`src/rtl/model_temporal_link_controller_if.sv`:
```
// Bundle of the request, storage-fetch, result-stream and operator
// handshake signals of the temporal link matrix update sequencer.
interface model_temporal_link_controller_if #(
  parameter int DATA_SIZE = 64
);
  logic                 START;
  logic                 READY;
  logic [DATA_SIZE-1:0] SIZE_N_IN;
  logic [DATA_SIZE-1:0] INDEX_G_OUT;
  logic [DATA_SIZE-1:0] INDEX_J_OUT;
  logic [DATA_SIZE-1:0] W_G_IN;
  logic [DATA_SIZE-1:0] W_J_IN;
  logic [DATA_SIZE-1:0] P_J_IN;
  logic [DATA_SIZE-1:0] L_IN;
  logic [DATA_SIZE-1:0] L_OUT;
  logic                 L_OUT_ENABLE;
  logic [DATA_SIZE-1:0] L_OUT_G;
  logic [DATA_SIZE-1:0] L_OUT_J;
  logic                 ADD_START;
  logic                 ADD_READY;
  logic                 ADD_OPERATION;
  logic [DATA_SIZE-1:0] ADD_A;
  logic [DATA_SIZE-1:0] ADD_B;
  logic [DATA_SIZE-1:0] ADD_OUT;
  logic                 MUL_START;
  logic                 MUL_READY;
  logic [DATA_SIZE-1:0] MUL_A;
  logic [DATA_SIZE-1:0] MUL_B;
  logic [DATA_SIZE-1:0] MUL_OUT;

  // Controller side
  modport master (
    input  START, SIZE_N_IN, W_G_IN, W_J_IN, P_J_IN, L_IN,
    input  ADD_READY, ADD_OUT, MUL_READY, MUL_OUT,
    output READY, INDEX_G_OUT, INDEX_J_OUT,
    output L_OUT, L_OUT_ENABLE, L_OUT_G, L_OUT_J,
    output ADD_START, ADD_OPERATION, ADD_A, ADD_B,
    output MUL_START, MUL_A, MUL_B
  );

  // Environment side: requester, storage and the shared float units
  modport slave (
    output START, SIZE_N_IN, W_G_IN, W_J_IN, P_J_IN, L_IN,
    output ADD_READY, ADD_OUT, MUL_READY, MUL_OUT,
    input  READY, INDEX_G_OUT, INDEX_J_OUT,
    input  L_OUT, L_OUT_ENABLE, L_OUT_G, L_OUT_J,
    input  ADD_START, ADD_OPERATION, ADD_A, ADD_B,
    input  MUL_START, MUL_A, MUL_B
  );
endinterface

```
`src/rtl/model_temporal_link_controller.sv`:
```
// DNC temporal link matrix update sequencer:
//   L[g;j] = (1 - w[g] - w[j]) * L[g;j] + w[g] * p[j],  L[g;g] = 0
// Walks the matrix row-major and evaluates each off-diagonal element with
// a shared external float adder and multiplier, one operation at a time.
module model_temporal_link_controller #(
  parameter int                   DATA_SIZE    = 64,
  parameter int                   CONTROL_SIZE = 64,
  parameter logic [DATA_SIZE-1:0] ONE_FLOAT    = 64'h3FF0000000000000
) (
  input logic CLK,
  input logic RST,
  model_temporal_link_controller_if.master bus
);

  typedef enum logic [3:0] {
    ST_IDLE, ST_FETCH, ST_SUB_G, ST_SUB_J, ST_MUL_L,
    ST_MUL_WP, ST_ADD_OUT, ST_WRITE, ST_DONE
  } state_t;

  state_t               state_reg, state_next;
  logic                 phase_reg, phase_next;   // 0: issue start, 1: await ready
  logic [DATA_SIZE-1:0] n_reg, n_next;
  logic [DATA_SIZE-1:0] g_reg, g_next;
  logic [DATA_SIZE-1:0] j_reg, j_next;
  logic [DATA_SIZE-1:0] wg_reg, wg_next;
  logic [DATA_SIZE-1:0] wj_reg, wj_next;
  logic [DATA_SIZE-1:0] pj_reg, pj_next;
  logic [DATA_SIZE-1:0] l_reg, l_next;
  logic [DATA_SIZE-1:0] t_reg, t_next;           // chain t1 -> t2 -> t3
  logic [DATA_SIZE-1:0] wp_reg, wp_next;         // t4 = w[g] * p[j]
  logic [DATA_SIZE-1:0] result_reg, result_next;
  logic                 ready_reg, ready_next;
  logic [DATA_SIZE-1:0] lout_reg, lout_next;
  logic                 lout_en_reg, lout_en_next;
  logic [DATA_SIZE-1:0] lout_g_reg, lout_g_next;
  logic [DATA_SIZE-1:0] lout_j_reg, lout_j_next;

  logic                 add_start, add_op, mul_start;
  logic [DATA_SIZE-1:0] add_a, add_b, mul_a, mul_b;

  // State and datapath registers; reset aborts any update in flight
  always_ff @(posedge CLK or posedge RST) begin
    if (RST) begin
      state_reg   <= ST_IDLE;
      phase_reg   <= 1'b0;
      n_reg       <= '0;
      g_reg       <= '0;
      j_reg       <= '0;
      wg_reg      <= '0;
      wj_reg      <= '0;
      pj_reg      <= '0;
      l_reg       <= '0;
      t_reg       <= '0;
      wp_reg      <= '0;
      result_reg  <= '0;
      ready_reg   <= 1'b0;
      lout_reg    <= '0;
      lout_en_reg <= 1'b0;
      lout_g_reg  <= '0;
      lout_j_reg  <= '0;
    end else begin
      state_reg   <= state_next;
      phase_reg   <= phase_next;
      n_reg       <= n_next;
      g_reg       <= g_next;
      j_reg       <= j_next;
      wg_reg      <= wg_next;
      wj_reg      <= wj_next;
      pj_reg      <= pj_next;
      l_reg       <= l_next;
      t_reg       <= t_next;
      wp_reg      <= wp_next;
      result_reg  <= result_next;
      ready_reg   <= ready_next;
      lout_reg    <= lout_next;
      lout_en_reg <= lout_en_next;
      lout_g_reg  <= lout_g_next;
      lout_j_reg  <= lout_j_next;
    end
  end

  // Next-state, operator drive and index advance
  always_comb begin
    state_next   = state_reg;
    phase_next   = phase_reg;
    n_next       = n_reg;
    g_next       = g_reg;
    j_next       = j_reg;
    wg_next      = wg_reg;
    wj_next      = wj_reg;
    pj_next      = pj_reg;
    l_next       = l_reg;
    t_next       = t_reg;
    wp_next      = wp_reg;
    result_next  = result_reg;
    ready_next   = 1'b0;
    lout_next    = lout_reg;
    lout_en_next = 1'b0;
    lout_g_next  = lout_g_reg;
    lout_j_next  = lout_j_reg;
    add_start    = 1'b0;
    add_op       = 1'b0;
    add_a        = '0;
    add_b        = '0;
    mul_start    = 1'b0;
    mul_a        = '0;
    mul_b        = '0;

    case (state_reg)
      ST_IDLE: begin
        // ready_reg is high only in the cycle right after DONE; a request
        // coinciding with that completion pulse is dropped
        if (bus.START && !ready_reg) begin
          n_next     = bus.SIZE_N_IN;
          g_next     = '0;
          j_next     = '0;
          phase_next = 1'b0;
          state_next = (bus.SIZE_N_IN == '0) ? ST_DONE : ST_FETCH;
        end
      end
      ST_FETCH: begin
        wg_next = bus.W_G_IN;
        wj_next = bus.W_J_IN;
        pj_next = bus.P_J_IN;
        l_next  = bus.L_IN;
        if (g_reg == j_reg) begin
          result_next = '0;
          state_next  = ST_WRITE;
        end else begin
          phase_next = 1'b0;
          state_next = ST_SUB_G;
        end
      end
      ST_SUB_G: begin
        add_op    = 1'b1;
        add_a     = ONE_FLOAT;
        add_b     = wg_reg;
        add_start = !phase_reg;
        if (!phase_reg) begin
          phase_next = 1'b1;
        end else if (bus.ADD_READY) begin
          t_next     = bus.ADD_OUT;
          phase_next = 1'b0;
          state_next = ST_SUB_J;
        end
      end
      ST_SUB_J: begin
        add_op    = 1'b1;
        add_a     = t_reg;
        add_b     = wj_reg;
        add_start = !phase_reg;
        if (!phase_reg) begin
          phase_next = 1'b1;
        end else if (bus.ADD_READY) begin
          t_next     = bus.ADD_OUT;
          phase_next = 1'b0;
          state_next = ST_MUL_L;
        end
      end
      ST_MUL_L: begin
        mul_a     = t_reg;
        mul_b     = l_reg;
        mul_start = !phase_reg;
        if (!phase_reg) begin
          phase_next = 1'b1;
        end else if (bus.MUL_READY) begin
          t_next     = bus.MUL_OUT;
          phase_next = 1'b0;
          state_next = ST_MUL_WP;
        end
      end
      ST_MUL_WP: begin
        mul_a     = wg_reg;
        mul_b     = pj_reg;
        mul_start = !phase_reg;
        if (!phase_reg) begin
          phase_next = 1'b1;
        end else if (bus.MUL_READY) begin
          wp_next    = bus.MUL_OUT;
          phase_next = 1'b0;
          state_next = ST_ADD_OUT;
        end
      end
      ST_ADD_OUT: begin
        add_op    = 1'b0;
        add_a     = t_reg;
        add_b     = wp_reg;
        add_start = !phase_reg;
        if (!phase_reg) begin
          phase_next = 1'b1;
        end else if (bus.ADD_READY) begin
          result_next = bus.ADD_OUT;
          phase_next  = 1'b0;
          state_next  = ST_WRITE;
        end
      end
      ST_WRITE: begin
        lout_en_next = 1'b1;
        lout_next    = result_reg;
        lout_g_next  = g_reg;
        lout_j_next  = j_reg;
        if (j_reg != n_reg - 1'b1) begin
          j_next     = j_reg + 1'b1;
          state_next = ST_FETCH;
        end else if (g_reg != n_reg - 1'b1) begin
          j_next     = '0;
          g_next     = g_reg + 1'b1;
          state_next = ST_FETCH;
        end else begin
          state_next = ST_DONE;
        end
      end
      ST_DONE: begin
        ready_next = 1'b1;
        state_next = ST_IDLE;
      end
      default: begin
        state_next = ST_IDLE;
      end
    endcase
  end

  assign bus.READY         = ready_reg;
  assign bus.INDEX_G_OUT   = g_reg;
  assign bus.INDEX_J_OUT   = j_reg;
  assign bus.L_OUT         = lout_reg;
  assign bus.L_OUT_ENABLE  = lout_en_reg;
  assign bus.L_OUT_G       = lout_g_reg;
  assign bus.L_OUT_J       = lout_j_reg;
  assign bus.ADD_START     = add_start;
  assign bus.ADD_OPERATION = add_op;
  assign bus.ADD_A         = add_a;
  assign bus.ADD_B         = add_b;
  assign bus.MUL_START     = mul_start;
  assign bus.MUL_A         = mul_a;
  assign bus.MUL_B         = mul_b;

endmodule

```
`src/flat_wrapper.sv`:
```
// flat-port wrapper written by rule: the top's interface ports become plain ports
module model_temporal_link_controller_flat 
#(
  parameter int                   DATA_SIZE    = 64,
  parameter int                   CONTROL_SIZE = 64,
  parameter logic [DATA_SIZE-1:0] ONE_FLOAT    = 64'h3FF0000000000000
)
  (CLK, RST, bus_START, bus_SIZE_N_IN, bus_W_G_IN, bus_W_J_IN, bus_P_J_IN, bus_L_IN, bus_ADD_READY, bus_ADD_OUT, bus_MUL_READY, bus_MUL_OUT, bus_READY, bus_INDEX_G_OUT, bus_INDEX_J_OUT, bus_L_OUT, bus_L_OUT_ENABLE, bus_L_OUT_G, bus_L_OUT_J, bus_ADD_START, bus_ADD_OPERATION, bus_ADD_A, bus_ADD_B, bus_MUL_START, bus_MUL_A, bus_MUL_B);
  model_temporal_link_controller_if #(.DATA_SIZE(DATA_SIZE)) bus_i ();
  input logic CLK;
  input logic RST;
  input wire logic [$bits(bus_i.START)-1:0] bus_START;
  input wire logic [$bits(bus_i.SIZE_N_IN)-1:0] bus_SIZE_N_IN;
  input wire logic [$bits(bus_i.W_G_IN)-1:0] bus_W_G_IN;
  input wire logic [$bits(bus_i.W_J_IN)-1:0] bus_W_J_IN;
  input wire logic [$bits(bus_i.P_J_IN)-1:0] bus_P_J_IN;
  input wire logic [$bits(bus_i.L_IN)-1:0] bus_L_IN;
  input wire logic [$bits(bus_i.ADD_READY)-1:0] bus_ADD_READY;
  input wire logic [$bits(bus_i.ADD_OUT)-1:0] bus_ADD_OUT;
  input wire logic [$bits(bus_i.MUL_READY)-1:0] bus_MUL_READY;
  input wire logic [$bits(bus_i.MUL_OUT)-1:0] bus_MUL_OUT;
  output wire logic [$bits(bus_i.READY)-1:0] bus_READY;
  output wire logic [$bits(bus_i.INDEX_G_OUT)-1:0] bus_INDEX_G_OUT;
  output wire logic [$bits(bus_i.INDEX_J_OUT)-1:0] bus_INDEX_J_OUT;
  output wire logic [$bits(bus_i.L_OUT)-1:0] bus_L_OUT;
  output wire logic [$bits(bus_i.L_OUT_ENABLE)-1:0] bus_L_OUT_ENABLE;
  output wire logic [$bits(bus_i.L_OUT_G)-1:0] bus_L_OUT_G;
  output wire logic [$bits(bus_i.L_OUT_J)-1:0] bus_L_OUT_J;
  output wire logic [$bits(bus_i.ADD_START)-1:0] bus_ADD_START;
  output wire logic [$bits(bus_i.ADD_OPERATION)-1:0] bus_ADD_OPERATION;
  output wire logic [$bits(bus_i.ADD_A)-1:0] bus_ADD_A;
  output wire logic [$bits(bus_i.ADD_B)-1:0] bus_ADD_B;
  output wire logic [$bits(bus_i.MUL_START)-1:0] bus_MUL_START;
  output wire logic [$bits(bus_i.MUL_A)-1:0] bus_MUL_A;
  output wire logic [$bits(bus_i.MUL_B)-1:0] bus_MUL_B;
  assign bus_i.START = bus_START;
  assign bus_i.SIZE_N_IN = bus_SIZE_N_IN;
  assign bus_i.W_G_IN = bus_W_G_IN;
  assign bus_i.W_J_IN = bus_W_J_IN;
  assign bus_i.P_J_IN = bus_P_J_IN;
  assign bus_i.L_IN = bus_L_IN;
  assign bus_i.ADD_READY = bus_ADD_READY;
  assign bus_i.ADD_OUT = bus_ADD_OUT;
  assign bus_i.MUL_READY = bus_MUL_READY;
  assign bus_i.MUL_OUT = bus_MUL_OUT;
  assign bus_READY = bus_i.READY;
  assign bus_INDEX_G_OUT = bus_i.INDEX_G_OUT;
  assign bus_INDEX_J_OUT = bus_i.INDEX_J_OUT;
  assign bus_L_OUT = bus_i.L_OUT;
  assign bus_L_OUT_ENABLE = bus_i.L_OUT_ENABLE;
  assign bus_L_OUT_G = bus_i.L_OUT_G;
  assign bus_L_OUT_J = bus_i.L_OUT_J;
  assign bus_ADD_START = bus_i.ADD_START;
  assign bus_ADD_OPERATION = bus_i.ADD_OPERATION;
  assign bus_ADD_A = bus_i.ADD_A;
  assign bus_ADD_B = bus_i.ADD_B;
  assign bus_MUL_START = bus_i.MUL_START;
  assign bus_MUL_A = bus_i.MUL_A;
  assign bus_MUL_B = bus_i.MUL_B;
  model_temporal_link_controller #(.DATA_SIZE(DATA_SIZE), .CONTROL_SIZE(CONTROL_SIZE), .ONE_FLOAT(ONE_FLOAT)) u_core (.CLK(CLK), .RST(RST), .bus(bus_i));
endmodule
```
`config.mk`:
```
export PLATFORM = sky130hd
export DESIGN_NAME = model_temporal_link_controller_flat
export DESIGN_NICKNAME = d
export VERILOG_FILES = /design/src/rtl/model_temporal_link_controller_if.sv /design/src/rtl/model_temporal_link_controller.sv /design/src/flat_wrapper.sv
export SDC_FILE = /design/constraint.sdc
export NUM_CORES = 2
export LEC_CHECK = 0
export ABC_AREA = 1
export CAP_MARGIN = 20
export CORE_AREA = 2 2 407 409
export CTS_CLUSTER_SIZE = 8
export DETAILED_ROUTE_END_ITERATION = 10
export DIE_AREA = 0 0 409 411
export SLEW_MARGIN = 5
export SYNTH_ARGS = -nofsm -noshare
export SYNTH_HDL_FRONTEND = slang
export SYNTH_SLANG_ARGS = --single-unit
```
`constraint.sdc`:
```
create_clock -name CLK -period 33.3 [get_ports CLK]
set_clock_uncertainty 0.2 [all_clocks]
set_input_delay 4.995 -clock CLK [delete_from_list [all_inputs] [get_ports CLK]]
set_output_delay 4.995 -clock CLK [all_outputs]
set_load 0.02 [all_outputs]
```
# [After elaboration in Yosys (flattened, before gate mapping)]
# Index checks and enable logic that the tools add are counted.
[word_totals] ff_bits=839 output_inout_bits=581 wordCells=116
[classes] add_sub_neg=3 eq_ne=29 mux=46 n_reduce_logical=21
[op_table] operator="case mux 64 bit (2 select lines)" n=7
[op_table] operator="2-to-1 mux 64 bit" n=10
[op_table] operator="case mux 64 bit (3 select lines)" n=1
[op_table] operator="adder 64 x 1 -> 64 bit (second input constant)" n=2
[op_table] operator="inequality test 64 bit" n=2
[op_table] operator="equality test 64 bit" n=1
[op_table] operator="zero test 64 bit" n=1
[op_table] operator="subtractor 64 x 1 -> 64 bit (second input constant)" n=1
[op_table] operator="2-to-1 mux 4 bit" n=14
[op_table] operator="case mux 4 bit (8 select lines)" n=1
[op_table] operator="inequality test 2 x 1 -> 1 bit (second input constant)" n=10
[op_table] operator="equality test 4 x 3 -> 1 bit (second input constant)" n=4
[op_table] operator="inequality test 2 bit (second input constant)" n=7
[op_table] operator="2-to-1 mux 1 bit" n=11
[op_table] operator="AND reduction 11 bit" n=1
[op_table] operator="AND reduction 3 bit" n=3
[op_table] operator="equality test 4 x 2 -> 1 bit (second input constant)" n=2
[op_table] operator="AND reduction 4 bit" n=2
[op_table] operator="nonzero test 2 bit" n=3
[op_table] operator="OR reduction 2 bit" n=3
[op_table] operator="AND reduction 5 bit" n=1
[op_table] operator="equality test 4 x 1 -> 1 bit (second input constant)" n=1
[op_table] operator="equality test 4 bit (second input constant)" n=1
[op_table] operator="zero test 4 bit" n=1
[op_table] operator="8 further kinds" n=9

# [Longest topological paths before layout]
[depth] depth_word=5 ltp_mapped=23 ltp_nobuf=22

# [Least setup slack after synthesis]
# No wires, ideal clock.
[synth_path] path_kind="reg2out" from="register u_core.state_reg[3]" to="output bus_MUL_B[58]" arrival_time_ns=1.958 t_required_ns=28.105 slack_ns=26.147 path_stages_with_launch=9 path_buffers=3 path_cell_list="dfrtp_1 > inv_1 > nand2_1 > nor2_1 > clkbuf_1 > inv_1 > clkbuf_1 > clkbuf_1 > o21ai_0"
[synth_between] elab_chain_cells=2
[synth_lines] item="start: declaration" line_no="model_temporal_link_controller.sv:20" rtl="state_t state_reg, state_next;"
[synth_lines] item="start signal: assignment" line_no="model_temporal_link_controller.sv:62" rtl="state_reg <= state_next;"
[synth_lines] item="equality test 4 x 3 -> 1 bit" line_no="model_temporal_link_controller.sv:109" rtl="case (state_reg)"
[synth_lines] item="case mux 64 bit (2 select lines) (*)" line_no="model_temporal_link_controller.sv:109"
[synth_lines] item="end: declaration" line_no="flat_wrapper.sv:35" rtl="output wire logic [$bits(bus_i.MUL_B)-1:0] bus_MUL_B;"
# Mark *: on every way between the ends. The rest lies on a longest branch, timed or not.

# [Final worst setup path]
[layout_path] from="register u_core.state_reg[3]" to="output bus_MUL_A[63]"
[layout_between] elab_chain_cells=2
[layout_lines] item="equality test 4 x 3 -> 1 bit" line_no="model_temporal_link_controller.sv:109"
[layout_lines] item="case mux 64 bit (2 select lines) (*)" line_no="model_temporal_link_controller.sv:109"
[layout_lines] item="end: declaration" line_no="flat_wrapper.sv:34" rtl="output wire logic [$bits(bus_i.MUL_A)-1:0] bus_MUL_A;"
# Marked as above.

==> impl_summary.md <==
STA
For the pin with the worst max-slew slack, the measured transition is 1.24 ns. The final number of max-transition violations is 0. The setup total negative slack is 0 ns. Measured against its own limit, the worst slew margin works out to 16.3%. The routed design could run at a clock period as short as 9.38 ns. Setup repair after global routing left no endpoint under its margin. The final-report hold violation count is 0. Based on the critical path, the design can be clocked at up to 0.107 GHz. The part of the cycle the worst path needs is 28.2%. Setup violations remaining at the end of the flow were counted as 0.

Placement
The HPWL after detailed placement is 217000 µm. Input and output buffers added on the ports amount to 1033. The post-placement cell area is 0.0582 mm². The number of cells after detailed placement is 9436. Routability-driven placement finished with a final weighted congestion of 1.18.

Detailed routing
The via count of the routed design is 50.5k. In the final routed layout, each cell accounts on average for 28.8 µm. The detail route stage leaves a number of antenna-violating nets equal to 0.

The wire length after detailed routing is 277000 µm. The number of DRC markers in iteration 0 is 6276. The DRC violation count after routing is 0.

The number of iterations in the first detailed-routing pass is 8. In the routed layout, each cell is associated on average with a via count of 5.24.

Die
The number of primary I/O pins is 1034. The starting density of the core is 27.9%. The initialized floorplan defines 149 standard-cell rows.

The area of the die is 0.168 mm². The die width is 409 µm. Measured along the y axis, the die boundary spans 411 µm. The area of the placeable core is 0.164 mm².

CTS
The CTS tree is yes. The post-CTS setup buffer count is 0. At the later pin of the worst-skew pair, clock insertion delay measures 0.76 ns.

The H-tree was split into 3 levels. The total of hold buffers inserted after clock tree synthesis is 0. TritonCTS created 119 clock buffers. The clock-pin slew of the registers on the worst-case setup and hold paths is 0.06 ns. The root buffer cell is clkbuf_16.

The maximum buffer depth of the clock tree is 3. Post-CTS repair changed the size of 0 cells. The clock sink count is 839.

Global routing
The first global-routing pass estimated 377000 µm of wire. The number of global-route vias before repair is 48.2k. The global-route usage over all layers is 31.8%.

The number of antenna violations at the first check in global routing came to 72. For this run the aggregate overflow at the end of global routing stands at 0. Entering global routing, the biggest net connects 224 pins.

Pwr
The maximum vdd drop is 0.0540 mV. The total power draw is 5.48 mW. In this run the static leakage power is 27.7 nW.

In this run the power density over the cells is 88.9 mW/mm².

Critical path
The peak fanout along the critical path is 85. For the worst setup path, the data required time is 28.10 ns. For the worst flop-to-flop path, the logic depth is 20. The element type at the critical path start is a register. STA classifies the critical path endpoint as an output port. In this run the critical register-to-register path is launched from u_core.n_reg[0]$_DFFE_PP0P_. The endpoint of the worst-slack reg-to-reg timing path is u_core.state_reg[0]$_DFFE_PP0P_. Across all register-to-register paths, the minimum setup slack is 27.59 ns.

STA puts the critical path data arrival time at 4.19 ns. The type of the worst setup path is reg2out.

Synth
The share of cell area taken by muxes after synthesis is 0%. The post-synthesis register bit count is 839. The average size of a mapped cell is 7.04 µm².

In the synthesized netlist the async set-or-reset flop fraction comes to 100%. By area, the combinational part of the netlist is dominated by simple AND/OR/NAND/NOR gates. Yosys mapped a number of flops with a built-in enable equal to 0. The number of nets handed over by synthesis was 6946. The synthesis warning total is 0. After synthesis, the cell types taking the most area are dfrtp_1 46%, nand2_1 20%, o21ai_0 5.4%. The netlist area before placement is 0.0457 mm². The post-synthesis xor/xnor area fraction is 2.46%. In the synthesized netlist the dominant register cell turns out to be dfrtp_1. Of all cell types, the one taking the most synthesized area is dfrtp_1. The number of instances in the synthesized netlist is 6490. The post-synthesis compound-gate area fraction is 8.98%. The part of the Yosys area used for sequential elements is 45.9%. The synthesized netlist contains 41 unique library cells.

The synthesized netlist devotes 34.8% of its cell area to simple gates. The fraction of the mapped netlist area in adder cells is 0.0821%. The share of the synthesized area in the top cell type is 45.9%.

Finish
After routing the design area is 0.0616 mm². Excluding fillers, the count of instances in the completed layout stands at 9625. The layout cell share with drive strength beyond 1 is 3.61%. The share of the core filled with cells in the final layout is 37.6%. The filler cells instantiated in the layout total 17.2k.

Leaving out fill and tap cells, the most frequent cells in the layout are 2410 x nand2_1, 1033 x clkdlybuf4s50_1, 839 x dfrtp_1, 631 x nor2_1, 566 x inv_1. From synthesis to final layout, the design area changed by 34.8%. The net count of the finished layout is 7825. Leaving out fill and tap cells, the most frequent cell in the layout is nand2_1.

Min path
The path with the worst hold slack has its endpoint at u_core.bus.L_OUT[45]$_DFFE_PP0P_. The startpoint of the tightest hold check path is u_core.result_reg[45]$_DFFE_PP0P_. The worst hold path was traced through 2 stages.

The kind of path behind the tightest hold check is reg2reg.

Outcome
The flow ran to the end, and the final reports show no timing, DRC or antenna violations.

Job
The max-cap violation count is 0.
## area by class of cell
| type | count | area, µm² | area share [%] |
|---|---|---|---|
| antenna | 44 | 110 | 0.179 |
| timing repair buffer | 1104 | 10900 | 17.7 |
| inverter | 576 | 2180 | 3.55 |
| sequential | 839 | 21000 | 34.1 |
| clock inverter | 12 | 253 | 0.410 |
| tap | 2189 | 2740 | 4.45 |
| multi-input combinational | 4729 | 21300 | 34.6 |
| clock buffer | 132 | 3090 | 5.01 |
## cells in the mapped netlist, types with 35 or more instances
master / count
nand2_1: 2414
dfrtp_1: 839
nor2_1: 639
inv_1: 570
o21ai_0: 492
nand3_1: 479
clkbuf_1: 298
nand4_1: 152
xor2_1: 119
o211ai_1: 100
a21oi_1: 79
nor3_1: 69
nor4_1: 48
o22ai_1: 35
## critical path, stage by stage, from the launching register on
cell and delay [ns]:
dfrtp_1 0.40, inv_1 0.12, nand2_1 0.27, nor2_4 0.52
buf_4 0.89, nand2_1 0.08, o21ai_0 0.34, clkdlybuf4s50_1 0.75
## logic make-up (layout without fill, tap and decap cells)
logic type / count (synthesis) / count (layout)
buffers and inverters: 922 / 1824
XOR/XNOR: 125 / 125
adder cells (fa/ha/maj): 3 / 3
AND/OR/NAND/NOR: 3861 / 3861
flip-flops: 839 / 839
AO/OA/AOI/OAI: 740 / 740
other: 0 / 44
## power by group
part           total (mW)  switching [mW]  internal, mW
Combinational        2.50            1.70         0.795
Sequential           1.82           0.419          1.40
Clock                1.15           0.493         0.661
Total                5.48            2.62          2.86
## layer usage
| layer | GRT usage [%] | vias up | part of all wire [%] |
|---|---|---|---|
| met5 | 0 | - | 0.043 |
| met4 | 18.9 | 16 | 6.6 |
| met3 | 8.27 | 611 | 9.9 |
| met2 | 50.9 | 2932 | 46 |
| met1 | 38.6 | 24449 | 38 |
| li1 | - | 22454 | - |
## how the worst max path moves through the flow
stage / from / slack, ns / to / cells past startpoint
final: u_core.state_reg[3]$_DFFE_PP0P_ / 23.92 / bus_MUL_A[63] / 7
after global routing: u_core.state_reg[3]$_DFFE_PP0P_ / 23.71 / bus_MUL_A[63] / 7
after CTS: u_core.state_reg[3]$_DFFE_PP0P_ / 23.82 / bus_MUL_A[63] / 7
after detailed placement: RST / 24.21 / u_core.wp_reg[21]$_DFFE_PP0P_ / 5
after global placement: RST / 24.24 / u_core.bus.L_OUT_G[58]$_DFFE_PP0P_ / 5
after floorplan: RST / 4.53 / u_core.bus.INDEX_G_OUT[0]$_DFFE_PP0P_ / 1
## through the flow
stage / hold slack (ns) / setup WS [ns]
after floorplan: 0.242 / 4.53
after global placement: 0.256 / 24.24
after detailed placement: 0.258 / 24.21
after CTS: 0.269 / 23.82
after global routing: 0.287 / 23.71
final: 0.267 / 23.92
(Power assumes the default switching activity.)
